**src/rtl/uart_tx_seq.sv**
```systemverilog
`timescale 1ns/1ps
// uart_tx_seq: snapshots six display bytes on a start request and hands them,
// one per frame slot, to a UART transmitter over a start/busy handshake.
// Slot n carries HEX(5-n), so slot 0 is HEX5 and slot 5 is HEX0.
//
// Ports:
//   clk       system clock, rising edge
//   rst       asynchronous active-high reset
//   start     request one 6-byte frame (sampled only when idle)
//   HEX0..5   display bytes, captured when start is accepted
//   txbusy    transmitter is shifting a byte out
//   txdata    byte offered to the transmitter
//   txstart   transmit request, held until txbusy is seen high
//   addrwout  slot index of the byte in flight (0..5)
//   busy      frame in progress
//   done      one-cycle pulse after slot 5 completes
module uart_tx_seq #(
    parameter int unsigned IFG = 2
) (
    input  logic       clk,
    input  logic       rst,
    input  logic       start,
    input  logic [7:0] HEX0,
    input  logic [7:0] HEX1,
    input  logic [7:0] HEX2,
    input  logic [7:0] HEX3,
    input  logic [7:0] HEX4,
    input  logic [7:0] HEX5,
    input  logic       txbusy,
    output logic [7:0] txdata,
    output logic       txstart,
    output logic [2:0] addrwout,
    output logic       busy,
    output logic       done
);

    localparam int unsigned GW      = (IFG > 0) ? $clog2(IFG + 1) : 1;
    localparam int unsigned NSLOT   = 6;
    localparam logic [2:0]  LAST    = 3'd5;

    typedef enum logic [1:0] {
        IDLE,
        SEND,
        WAITEND,
        GAP
    } state_t;

    state_t         state;
    logic [GW-1:0]  gap_cnt;
    logic [7:0]     shadow [NSLOT];

    logic           expire_c;
    logic [2:0]     next_slot_c;

    // Inter-frame gap over: either the counter ran out, or there is no gap and
    // the transmitter just went idle.
    assign expire_c    = ((state == WAITEND) && !txbusy && (IFG == 0)) ||
                         ((state == GAP) && (gap_cnt == '0));
    assign next_slot_c = addrwout + 3'd1;

    // Sequencer FSM with registered outputs.
    always_ff @(posedge clk or posedge rst) begin
        if (rst) begin
            state    <= IDLE;
            gap_cnt  <= '0;
            txdata   <= 8'hFF;
            txstart  <= 1'b0;
            addrwout <= 3'd0;
            busy     <= 1'b0;
            done     <= 1'b0;
            for (int i = 0; i < NSLOT; i++) begin
                shadow[i] <= 8'hFF;
            end
        end else begin
            done <= 1'b0;

            case (state)
                IDLE: begin
                    if (start) begin
                        shadow[0] <= HEX5;
                        shadow[1] <= HEX4;
                        shadow[2] <= HEX3;
                        shadow[3] <= HEX2;
                        shadow[4] <= HEX1;
                        shadow[5] <= HEX0;
                        addrwout  <= 3'd0;
                        txdata    <= HEX5;
                        txstart   <= 1'b1;
                        busy      <= 1'b1;
                        state     <= SEND;
                    end
                end

                SEND: begin
                    // A txbusy already high here is taken as the acknowledge.
                    if (txbusy) begin
                        txstart <= 1'b0;
                        state   <= WAITEND;
                    end
                end

                WAITEND: begin
                    if (!txbusy && (IFG > 0)) begin
                        gap_cnt <= GW'(IFG - 1);
                        state   <= GAP;
                    end
                end

                GAP: begin
                    if (gap_cnt != '0) begin
                        gap_cnt <= gap_cnt - GW'(1);
                    end
                end

                default: state <= IDLE;
            endcase

            // Advance to the next slot or close the frame.
            if (expire_c) begin
                if (addrwout < LAST) begin
                    addrwout <= next_slot_c;
                    txdata   <= shadow[next_slot_c];
                    txstart  <= 1'b1;
                    state    <= SEND;
                end else begin
                    busy    <= 1'b0;
                    done    <= 1'b1;
                    txstart <= 1'b0;
                    state   <= IDLE;
                end
            end
        end
    end

endmodule

```
**config.mk**
```make
export PLATFORM = sky130hd
export DESIGN_NAME = uart_tx_seq
export DESIGN_NICKNAME = d
export VERILOG_FILES = /design/src/rtl/uart_tx_seq.sv
export SDC_FILE = /design/constraint.sdc
export NUM_CORES = 1
export LEC_CHECK = 0
export ABC_AREA = 1
export BUFFER_PORTS_ARGS = -buffer_cell sky130_fd_sc_hd__buf_2
export CORE_UTILIZATION = 55
export DETAILED_ROUTE_END_ITERATION = 8
export MAX_ROUTING_LAYER = met4
export PLACE_DENSITY = 0.8
export SLEW_MARGIN = 10
export SYNTH_ARGS = -nofsm -noshare
export SYNTH_HDL_FRONTEND = slang
export SYNTH_SLANG_ARGS = --single-unit
```
**constraint.sdc**
```tcl
create_clock -name clk -period 3.7 [get_ports clk]
set_input_delay 0.74 -clock clk [delete_from_list [all_inputs] [get_ports clk]]
set_output_delay 0.74 -clock clk [all_outputs]
set_load 0.005 [all_outputs]
```
==> metrics.yaml <==
insertion_delay_ns: 0.34
post_cts_buffers: 0
cellPowerDensity_nw_per_um2: 854
final.min_clock_period_ns: 2.45
hold_viol: 0
post_synth.cell_area_avg_um2: 7.58
power_leakage_nw: 2.05
cts_buffer_depth: 2
reg2regPathDepth: 7
violated_checks: "DRC"
total_of_warnings_raised_by_yosys: 0
yosysSeqAreaShare: 0.515
vias_post_dr: 2797
grtUsageTotal: 0.246
cts_resized: 0
antenna_violations_before_repair: 0
post_dp_cell_area_um2: 3690
grt_max_degree: 48
drt_wl_total_um: 7050
drt-initial-drc-count: 164
gp_congestion: 0.810
critical_path_class: "reg2reg"
flow.area_growth_from_synthesis_pct: 16.0
cts_hold_buffers: 0
worstSetupStartpointType: "flop"
floorplan.initialDensity: 0.568
dieHeight_um: 80.0
finish.instance_area_um2: 3880
timing.critical_path.required_ns: 3.96
drc: 2
tritoncts_num_sinks: 66
globalRoute.totalOverflow: 0
synthCells: 441
cp_max_fo: 47
ir_drop_v: 0.000394
finalSetupViolations: 0
num_antenna_cells: 0
synth_cell_type_count: 19
drive_gt1_frac: 0.292
hpwl_um: 4780
outcome: "complete, but fails checks"
postRouteAntennaNets: 0
design.core.area_um2: 5890
rows: 28
number_of_global_route_vias_before_repair: 2612
achievable-frequency_mhz: 409
syn_area_um2: 3340
worst_slew_margin_relative_to_its_limit: 0.540
finalCritPeriodShare: 0.661
port_buffers: 65
crit_arrival_ns: 2.71
number_of_flip_flops_and_latches_in_the_synthesized_netlist: 66
die_area_um2: 6390
vias_per_cell: 4.81
worst_hold_path_type: "in2async"
ctsHtreeMaxLevel: 3
timing.clock.skew_ns: 0.00330
first_pass_iteration_count_of_the_detailed_router: 6
ioPinCount: 66
cts_tree: "built"
numCtsBuffers: 9
timing.max_cap.violations: 0
setup_repair_after_global_routing_missed_its_margin: "false"
worst-slew-pin-transition_ns: 0.687
cts.reportedPaths.clkPinSlew_ns: 0.07
nNetsFinal: 561
cts_root_buffer: "sky130_fd_sc_hd__clkbuf_8"
final.fill_count: 508
wire_per_inst_um: 12.1
setup_tns_ns: 0
dieWidth_um: 80.0
final_max_slew_viol_count: 0
grt_pass1_wl_um: 11500
setup.worst_path.end_class: "flop"
mappedNetlistNets: 500
[cell usage after synthesis, drive strengths merged]
library cell | count | area [um2]
o22ai | 1 | 6.26
o21ai | 50 | 250
ha | 7 | 87.6
clkbuf | 3 | 11.3
dfstp | 56 | 1470
nor2 | 39 | 146
dfrtp | 10 | 250
nand2 | 165 | 624
buf | 15 | 83.8
o211ai | 4 | 30.0
inv | 64 | 240
a21oi | 9 | 45.0
nand3 | 18 | 95.1
[area by class of cell]
cell class	instances	area [um2]	area share
Clock buffer	13	179	0.0461
Multi-Input combinational cell	293	1280	0.331
Sequential cell	66	1720	0.444
Timing Repair Buffer	68	348	0.0897
Clock inverter	2	10.0	0.00258
Inverter	64	240	0.0620
Tap cell	75	93.8	0.0242
[metrics by stage]
step	power [mW]	util	cells	setup WS [ns]	hold WS [ns]
4_1_cts	3.33	0.659	581	1.26	0.468
6_report	3.31	0.659	581	1.25	0.459
3_3_place_gp	2.69	0.627	566	1.32	0.456
3_5_place_dp	2.74	0.627	566	1.24	0.456
2_1_floorplan	2.41	-	441	1.40	0.442
5_1_grt	3.61	0.659	581	1.01	0.491
[state kept, by name (all words and copies together) (netlist names)]
register and count:
shadow 48, txdata 8, addrwout 3, gap_cnt 2, state 2, busy 1, done 1, txstart 1
[final timing paths]
check | slack (ns) | end | startpoint
min in group clk | 0.47 | shadow[22] | shadow[22]
max in group asynchronous | 2.30 | txdata[6] | rst
setup reg to reg | 1.25 | shadow[37] | state[1]
hold reg to reg | 0.47 | shadow[22] | shadow[22]
setup / recovery | 1.25 | shadow[37] | state[1]
hold / removal | 0.46 | busy | rst
[power breakdown]
| group | switching (mW) | internal [mW] |
|---|---|---|
| clock network | 0.265 | 0.311 |
| registers | 0.149 | 1.27 |
| logic | 0.850 | 0.472 |
| total | 1.26 | 2.05 |
[metal layers]
metal	global-route usage	wire length, um	vias up
met5	-	0	-
met4	0.111	132	0
met3	0.0491	355	14
met2	0.406	3300	68
met1	0.290	3260	1246
li1	-	-	1469
[cells by family (layout without fill, tap and decap cells)]
| group | count (synthesis) | in the layout | synth area share |
|---|---|---|---|
| compound gates | 64 | 64 | 0.0992 |
| flops | 66 | 66 | 0.515 |
| fa+ha+maj | 7 | 7 | 0.0262 |
| buf+inv | 82 | 147 | 0.100 |
| simple gates | 222 | 222 | 0.259 |
[cell usage in the layout, fill, tap and decap left out, drive strengths merged, types with 7 or more instances in the layout]
master and n:
nand3 18, dfrtp 10, a21oi 9, inv 64, ha 7, nand2 165
dfstp 56, nor2 39, clkbuf 13, o21ai 50, buf 68
[critical path, cell delays in order, from the launching register on]
cell                      delay [ns]
sky130_fd_sc_hd__dfrtp_1        0.40
sky130_fd_sc_hd__inv_1          0.12
sky130_fd_sc_hd__ha_1           0.25
sky130_fd_sc_hd__nand2_2        0.43
sky130_fd_sc_hd__inv_2          0.49
sky130_fd_sc_hd__buf_4          0.44
sky130_fd_sc_hd__nand2_1        0.10
sky130_fd_sc_hd__o21ai_0        0.10
No activity file was read; power rests on OpenSTA's default activity.
